[src/rtl/arb_mux_pkg.sv]
`default_nettype none
// ============================================================================
// Module      : arb_mux_pkg
// Description : Shared constants and helpers for the arbitrated select stage
//               and other arbiters: mode encodings, a constant-foldable
//               ceil(log2) and an index-to-onehot decoder.
// Revision    : 1.0 - initial release
// ============================================================================
package arb_mux_pkg;

    localparam int MODE_SEL   = 0;   // external channel select
    localparam int MODE_RR    = 1;   // round-robin among valid channels
    localparam int ONEHOT_MAX = 16;  // widest channel count any arbiter uses

    // ceil(log2(n)); usable in parameter expressions.
    function automatic int clog2(input int n);
        int r;
        r = 0;
        for (int i = 0; i < 31; i++) begin
            if ((1 << i) < n) begin
                r = i + 1;
            end
        end
        return r;
    endfunction

    // Decode an index into a onehot vector; callers truncate to their width.
    function automatic logic [ONEHOT_MAX-1:0] idx_to_onehot(input logic [3:0] idx);
        return ONEHOT_MAX'(1) << idx;
    endfunction

endpackage
`default_nettype wire

[src/rtl/rr_pick.sv]
`default_nettype none
// ============================================================================
// Module      : rr_pick
// Description : Combinational rotate-priority encoder. Returns the first
//               requesting index found when searching ptr, ptr+1, ...
//               with wrap-around modulo NCH.
// Ports       : req     in  NCH   request vector
//               ptr     in  SELW  highest-priority index (must be < NCH)
//               gnt_vld out 1     at least one request present
//               gnt_idx out SELW  granted index (0 when gnt_vld=0)
// Revision    : 1.0 - initial release
// ============================================================================
module rr_pick
    import arb_mux_pkg::*;
#(
    parameter  int NCH  = 4,
    localparam int SELW = clog2(NCH)
) (
    input  logic [NCH-1:0]  req,
    input  logic [SELW-1:0] ptr,
    output logic            gnt_vld,
    output logic [SELW-1:0] gnt_idx
);

    logic [2*NCH-1:0] w_req2;
    logic [NCH-1:0]   w_rot;
    int               w_sum;

    // Rotating the doubled vector right by ptr puts channel ptr at bit 0, so
    // the lowest set bit of w_rot is the distance from ptr to the winner.
    assign w_req2 = {req, req};
    assign w_rot  = NCH'(w_req2 >> ptr);

    always_comb begin
        gnt_vld = 1'b0;
        gnt_idx = '0;
        w_sum   = 0;
        // Scan from the far end so the nearest request is written last.
        for (int k = NCH - 1; k >= 0; k--) begin
            if (w_rot[k]) begin
                w_sum = int'(ptr) + k;
                if (w_sum >= NCH) begin
                    w_sum = w_sum - NCH;
                end
                gnt_vld = 1'b1;
                gnt_idx = SELW'(w_sum);
            end
        end
    end

endmodule
`default_nettype wire

[src/rtl/arb_mux_pipe.sv]
`default_nettype none
// ============================================================================
// Module      : arb_mux_pipe
// Description : N-channel, DW-bit select stage with a single output register
//               and valid/ready handshakes on every input and on the output.
//               MODE=MODE_SEL picks the channel named by sel; MODE=MODE_RR
//               picks round-robin among valid channels.
// Ports       : clk       in  1       clock, rising edge
//               rst_n     in  1       async reset, active-low
//               in_valid  in  NCH     per-channel valid
//               in_data   in  NCH*DW  channel i at [i*DW +: DW]
//               in_ready  out NCH     per-channel ready (at most one high)
//               sel       in  SELW    channel select (MODE_SEL only)
//               out_valid out 1       output register holds a word
//               out_data  out DW      registered data
//               out_grant out SELW    source channel of the held word
//               out_ready in  1       consumer accepts the word
// Macro       : ARB_MUX_PIPE_SKID_EN - adds a skid register so in_ready is
//               driven from registered state only (no out_ready->in_ready
//               path). Undefined by default.
// Revision    : 1.0 - initial release
// ============================================================================
module arb_mux_pipe
    import arb_mux_pkg::*;
#(
    parameter  int DW   = 8,
    parameter  int NCH  = 4,
    parameter  int MODE = MODE_SEL,
    localparam int SELW = clog2(NCH)
) (
    input  logic              clk,
    input  logic              rst_n,
    input  logic [NCH-1:0]    in_valid,
    input  logic [NCH*DW-1:0] in_data,
    output logic [NCH-1:0]    in_ready,
    input  logic [SELW-1:0]   sel,
    output logic              out_valid,
    output logic [DW-1:0]     out_data,
    output logic [SELW-1:0]   out_grant,
    input  logic              out_ready
);

    logic            w_gnt_vld;
    logic [SELW-1:0] w_gnt_idx;
    logic [NCH-1:0]  w_gnt_oh;
    logic            w_gnt_in_valid;
    logic [DW-1:0]   w_gnt_in_data;
    logic            w_load_en;
    logic            w_accept_en;
    logic            w_xfer;

    logic            out_valid_q, out_valid_d;
    logic [DW-1:0]   out_data_q,  out_data_d;
    logic [SELW-1:0] out_grant_q, out_grant_d;

    // ------------------------------------------------------------------
    // Channel choice
    // ------------------------------------------------------------------
    generate
        if (MODE == MODE_RR) begin : g_rr
            logic [SELW-1:0] ptr_q, ptr_d;
            logic            w_unused_sel;

            assign w_unused_sel = ^sel;

            rr_pick #(.NCH(NCH)) u_rr_pick (
                .req     (in_valid),
                .ptr     (ptr_q),
                .gnt_vld (w_gnt_vld),
                .gnt_idx (w_gnt_idx)
            );

            // Pointer moves past the winner only on an actual input transfer.
            always_comb begin
                ptr_d = ptr_q;
                if (w_xfer) begin
                    ptr_d = (w_gnt_idx == SELW'(NCH - 1)) ? '0 : w_gnt_idx + SELW'(1);
                end
            end

            always_ff @(posedge clk or negedge rst_n) begin
                if (!rst_n) begin
                    ptr_q <= '0;
                end else begin
                    ptr_q <= ptr_d;
                end
            end
        end else begin : g_sel
            // Out-of-range selects (non-power-of-two NCH) grant nothing.
            assign w_gnt_vld = (int'(sel) < NCH);
            assign w_gnt_idx = sel;
        end
    endgenerate

    assign w_gnt_oh = NCH'(idx_to_onehot(4'(w_gnt_idx)));

    always_comb begin
        w_gnt_in_valid = 1'b0;
        w_gnt_in_data  = '0;
        for (int i = 0; i < NCH; i++) begin
            if (w_gnt_idx == SELW'(i)) begin
                w_gnt_in_valid = in_valid[i];
                w_gnt_in_data  = in_data[i*DW +: DW];
            end
        end
    end

    assign w_load_en = !out_valid_q || out_ready;
    assign w_xfer    = w_accept_en && w_gnt_vld && w_gnt_in_valid;
    // rst_n gates in_ready so producers never see a handshake during reset.
    assign in_ready  = (rst_n && w_accept_en && w_gnt_vld) ? w_gnt_oh : '0;

`ifdef ARB_MUX_PIPE_SKID_EN
    // ------------------------------------------------------------------
    // Skid variant: inputs are accepted whenever the skid slot is empty.
    // A word arriving while the output is full and stalled parks in skid;
    // the output always drains skid before taking a fresh input word.
    // ------------------------------------------------------------------
    logic            skid_valid_q, skid_valid_d;
    logic [DW-1:0]   skid_data_q,  skid_data_d;
    logic [SELW-1:0] skid_grant_q, skid_grant_d;

    assign w_accept_en = !skid_valid_q;

    always_comb begin
        out_valid_d  = out_valid_q;
        out_data_d   = out_data_q;
        out_grant_d  = out_grant_q;
        skid_valid_d = skid_valid_q;
        skid_data_d  = skid_data_q;
        skid_grant_d = skid_grant_q;
        if (w_load_en) begin
            if (skid_valid_q) begin
                out_valid_d  = 1'b1;
                out_data_d   = skid_data_q;
                out_grant_d  = skid_grant_q;
                skid_valid_d = 1'b0;
            end else begin
                out_valid_d = w_xfer;
                if (w_xfer) begin
                    out_data_d  = w_gnt_in_data;
                    out_grant_d = w_gnt_idx;
                end
            end
        end else if (w_xfer) begin
            skid_valid_d = 1'b1;
            skid_data_d  = w_gnt_in_data;
            skid_grant_d = w_gnt_idx;
        end
    end

    always_ff @(posedge clk or negedge rst_n) begin
        if (!rst_n) begin
            skid_valid_q <= 1'b0;
            skid_data_q  <= '0;
            skid_grant_q <= '0;
        end else begin
            skid_valid_q <= skid_valid_d;
            skid_data_q  <= skid_data_d;
            skid_grant_q <= skid_grant_d;
        end
    end
`else
    assign w_accept_en = w_load_en;

    always_comb begin
        out_valid_d = out_valid_q;
        out_data_d  = out_data_q;
        out_grant_d = out_grant_q;
        if (w_load_en) begin
            out_valid_d = w_xfer;
            if (w_xfer) begin
                out_data_d  = w_gnt_in_data;
                out_grant_d = w_gnt_idx;
            end
        end
    end
`endif

    always_ff @(posedge clk or negedge rst_n) begin
        if (!rst_n) begin
            out_valid_q <= 1'b0;
            out_data_q  <= '0;
            out_grant_q <= '0;
        end else begin
            out_valid_q <= out_valid_d;
            out_data_q  <= out_data_d;
            out_grant_q <= out_grant_d;
        end
    end

    assign out_valid = out_valid_q;
    assign out_data  = out_data_q;
    assign out_grant = out_grant_q;

endmodule
`default_nettype wire
[config.mk]
export PLATFORM = sky130hd
export DESIGN_NAME = arb_mux_pipe
export DESIGN_NICKNAME = d
export VERILOG_FILES = /design/src/rtl/arb_mux_pkg.sv /design/src/rtl/rr_pick.sv /design/src/rtl/arb_mux_pipe.sv
export SDC_FILE = /design/constraint.sdc
export NUM_CORES = 1
export LEC_CHECK = 0
export ABC_AREA = 0
export CAP_MARGIN = 20
export CORE_MARGIN = 2
export CORE_UTILIZATION = 36
export CTS_BUF_LIST = sky130_fd_sc_hd__clkbuf_2
export DETAILED_ROUTE_END_ITERATION = 8
export PLACE_DENSITY = 0.86
export SLEW_MARGIN = 5
export SYNTH_ARGS = -nofsm -noshare
export SYNTH_HDL_FRONTEND = slang
export SYNTH_HIERARCHICAL = 1
export SYNTH_SLANG_ARGS = --single-unit
[constraint.sdc]
create_clock -name clk -period 4.4 [get_ports clk]
set_input_delay 1.32 -clock clk [delete_from_list [all_inputs] [get_ports clk]]
set_output_delay 1.32 -clock clk [all_outputs]
set_load 0.05 [all_outputs]
Word level (Yosys, flattened, before mapping)
Index checks and enable logic that the tools add are counted.
{"block": "word_totals", "ff_bits": 11, "latch_bits": 0, "mem_bits_rw": 0, "romBits": 0, "inputBits": 41, "output_inout_bits": 15, "word_cells": 22, "memories": 0}
{"block": "classes", "addsub": 0, "n_mul": 0, "div": 0, "n_lt_le_gt_ge": 0, "n_eq_ne": 3, "shift": 1, "n_mux": 9, "n_bitwise": 0, "n_reduce_logical": 6}
{"operator": "2-to-1 mux 8 bit", "count": 4}
{"operator": "equality test 2 bit (second input constant)", "count": 2}
{"operator": "2-to-1 mux 1 bit", "count": 4}
{"operator": "2-to-1 mux 4 bit", "count": 1}
{"operator": "<< shifter 1 x 2 -> 4 bit (first input constant)", "count": 1}
{"operator": "equality test 2 x 1 -> 1 bit (second input constant)", "count": 1}
{"operator": "logical AND 1 bit", "count": 2}
{"operator": "logical NOT 2 bit", "count": 1}
{"operator": "AND reduction 2 bit", "count": 1}
{"operator": "logical NOT 1 bit", "count": 1}
{"operator": "logical OR 1 bit", "count": 1}

Longest topological paths before layout
{"block": "logic_depth", "word_depth": 7, "ltp_mapped": 5, "depth_no_buf": 4}

Worst setup path before layout
No wires, ideal clock.
{"block": "synth_timing", "path_type": "input-to-output", "from": "in sel[1]", "to": "out in_ready[0]", "arrival_ns": 2.847, "required_time_ns": 3.080, "setup_slack_ns": 0.233, "cell_stages": 3, "n_path_buf": 2, "cell_sequence": "clkbuf_1 clkbuf_1 nor3_1"}
{"block": "synth_via", "elab_chain_len": 2}
{"item": "from (decl)", "line_no": "arb_mux_pipe.sv:36", "source": "input logic [SELW-1:0] sel,"}
{"item": "<< shifter 1 x 2 -> 4 bit", "line_no": "arb_mux_pkg.sv:29", "source": "return ONEHOT_MAX'(1) << idx;"}
{"item": "2-to-1 mux 4 bit", "line_no": "arb_mux_pipe.sv:111", "source": "assign in_ready = (rst_n && w_accept_en && w_gnt_vld) ? w_gnt_oh : '0;"}
{"item": "to (decl)", "line_no": "arb_mux_pipe.sv:35", "source": "output logic [NCH-1:0] in_ready,"}
No other way between the ends.

Worst setup path in the final report
{"block": "layout_timing", "from": "in out_ready", "to": "out in_ready[0]"}
{"block": "layout_via", "elab_chain_len": 3}
{"item": "from (decl)", "line_no": "arb_mux_pipe.sv:40", "source": "input logic out_ready"}
{"item": "logical OR 1 bit", "line_no": "arb_mux_pipe.sv:108", "source": "assign w_load_en = !out_valid_q || out_ready;"}
{"item": "logical AND 1 bit", "line_no": "arb_mux_pipe.sv:111"}
{"item": "2-to-1 mux 4 bit", "line_no": "arb_mux_pipe.sv:111"}
No other way between the ends.

==> metrics.md <==
| Metric | Value |
|---|---|
| Clock Tree Buf Depth | `2` |
| Register area share after synthesis | `about 39%` |
| WL/cell | `14.6 um` |
| Pin count of the biggest net entering global routing | `13` |
| Mux cell area share after synthesis | `45.7%` |
| Reg2reg end | `out_data[7]` |
| Adder-Cell Fraction of Synth Area | `0%` |
| Required time worst endpoint | `3.08 ns` |
| DRT iter0 DRCs | `1` |
| Placed wire-length estimate | `1610 um` |
| DR vias | `between 600 and 700` |
| Hold Startpoint | `out_data[1]` |
| Synth Area in Compound Gates | `between 3 and 4%` |
| WHS Path Cells | `1` |
| FF+latch count, synth | `11` |
| Hold Buf Count CTS | `0` |
| Worst slack, placed | `0.431 ns` |
| Hold Crit Class | `reg2reg` |
| Core area | `just under 2000 um2` |
| Max Cap Viol | `0` |
| Synth Instances | `49` |
| Startpoint Class | `input pin` |
| CTS Buf Count | `3` |
| Type of the worst setup path | `in2out` |
| Post-Synth Simple-Gate Area | `7.56%` |
| Rel. slew slack | `between 60 and 70%` |
| Reg2reg start | `out_valid` |
| Die width | `48.5 um` |
| Nets@finish | `149` |
| First-pass GRT wire length | `3290 um` |
| Synth Warn # | `6` |
| Placement Rows | `16` |
| DR vias/cell | `4.94` |
| Final hold slack | `0.513 ns` |
| Max-slew violations | `0` |
| Post-CTS Resized | `0` |
| Drt total wl | `1960 um` |
| Fmax | `253 MHz` |
| Setup ws final | `roughly 0.45 ns` |
| CP bufs+invs | `2` |
| Mapped Nets | `90` |
| Met2 routed WL | `1100 um` |
| Root Driver | `clkbuf_2` |
| Share of layout cells above drive strength 1 | `28.0%` |
| Arrival @ worst endpoint | `2.63 ns` |
| R2R cell count | `4` |
| GRT Util Overall | `18.8%` |
| Power density cells | `329 nW/um2` |
| R2r setup slk | `~2.8 ns` |
| Skew final | `0.00321 ns` |
| I/O pins | `56` |
| Vias in the first global route | `756` |
| Area delta synth->final | `90.3%` |
| Clk_lat worst skew | `0.24 ns` |
| CP endpoint kind | `output port` |
| Post CTS Setup Buffer Count | `0` |
| Initial core utilization | `a little under two fifths` |
| GR Overflow Total | `0` |
| Initial DRT Pass Iterations | `2` |
| Largest family of logic cells by synthesized area | `multiplexers` |
| Number of routed nets with antenna violations | `0` |
| TritonCTS clock tree | `built` |
| Die Area | `around 2300 um2` |
| Final Setup Violations | `0` |
| Hold endpoint | `out_data[1]` |
| Max VDD drop | `~0.00022 V` |
| Placer Congestion | `0.702` |
| Worst Max-Slew Pin Slew | `0.516 ns` |
| Synth Area in XOR/XNOR | `0%` |
| Fin Setup TNS | `0 ns` |
| Status | `finished clean` |
| Peak fanout along the critical path | `6` |
| Port-buffer cells | `55` |
| Max incr delay on CP | `0.45 ns` |
| Critical Path Slowest Stage Cell | `clkdlybuf4s50_1` |
| Met3 routed WL | `189 um` |
| Initial antenna violation count | `0` |
| Unrepaired setup endpoints after global routing | `false` |
| Die Ht | `48.5 um` |
| Wire length on met1 | `about 660 um` |
| Uppermost layer routed | `met4` |
| Pleak | `0.542 nW` |
| Register clock-pin slew on the reported worst setup and hold paths | `0.10 ns` |
| Fin crit share | `89.8%` |
| Htree depth | `1` |
| Worst path cell trace | `clkdlybuf4s50_1 -> nand2b_1 -> nand2_1 -> nor3_1 -> buf_12` |
| Diodes inserted | `0` |
| Synth Cell Area | `712 um2` |
| DRC violations left | `0` |
| Post-route minimum period | `3.95 ns` |
| Hold Vio Cnt, Final | `0` |
| Netlist cell types | `18` |
| Top delay family on crit path | `simple AND/OR/NAND/NOR gates` |
| Mean area per synthesized cell | `14.5 um2` |
| Clk sinks | `11` |
[layer usage]
layer / GRT usage, % / vias to the layer above
met5: 0 / -
met4: 8.57 / 0
met2: 35.9 / 38
li1: - / 305
met3: 6.48 / 2
met1: 17.8 / 317
[synthesized netlist by cell type, drive strengths merged]
library cell	instances	share of area [%]
dfrtp	11	39
mux2	11	18
mux4	8	26
buf	2	2.3
clkbuf	2	1.1
inv	2	1.1
nand2	2	1.1
nand3	2	1.4
nor2	2	1.1
nor3	2	1.4
a31oi	1	3.0
and3b	1	1.8
mux2i	1	1.4
nand2b	1	0.88
o21ai	1	0.70
[state kept, by name (all words and copies together), names as in the netlist]
register	count
out_grant	2
out_data	8
out_valid	1
[where the power goes]
group / internal (mW) / switching [mW]
combinational: 0.114 / 0.136
sequential: 0.126 / 0.0145
clock: 0.0242 / 0.0310
[placed cells by master (no fill, tap or decap)]
master           instances
a31oi_4                  1
and3b_4                  1
buf_12                   4
buf_4                    3
clkbuf_2                 4
clkdlybuf4s50_1         51
dfrtp_1                 11
inv_1                    2
mux2_2                  10
mux2_4                   1
mux2i_1                  1
mux4_1                   2
mux4_2                   6
nand2_1                  2
nand2b_1                 1
nand3_1                  2
nor2_1                   2
nor3_1                   2
o21ai_0                  1
[stage by stage]
stage	cells	utilization [%]	area, um2	power [mW]
2_1_floorplan	49	-	712	0.287
3_3_place_gp	130	69.5	1340	0.387
3_5_place_dp	130	69.5	1340	0.393
4_1_cts	134	70.5	1360	0.451
5_1_grt	134	70.5	1360	0.465
6_report	134	70.5	1360	0.445
[final cells by class]
cell class,instances,area [um2]
clock buffers,4,20.0
fillers,153,567
inverters,2,7.51
multi-input cells,32,405
flip-flops and latches,11,275
well taps,27,33.8
repair buffers,58,613
[worst max path at each step]
stage | startpoint | end | slack (ns) | cells after the start
6_report | out_ready | in_ready[0] | 0.45 | 5
5_1_grt | out_ready | in_ready[1] | 0.35 | 5
2_1_floorplan | sel[1] | in_ready[0] | 0.23 | 3
4_1_cts | out_ready | in_ready[0] | 0.42 | 5
3_5_place_dp | out_ready | in_ready[0] | 0.43 | 5
3_3_place_gp | out_ready | in_ready[0] | 0.50 | 5
[cell families after synthesis]
logic type             Yosys count
DFF                             11
buffers and inverters            6
muxes                           20
and+or+nand+nor                 10
AOI/OAI and AO/OA                2
(Power assumes the default switching activity.)
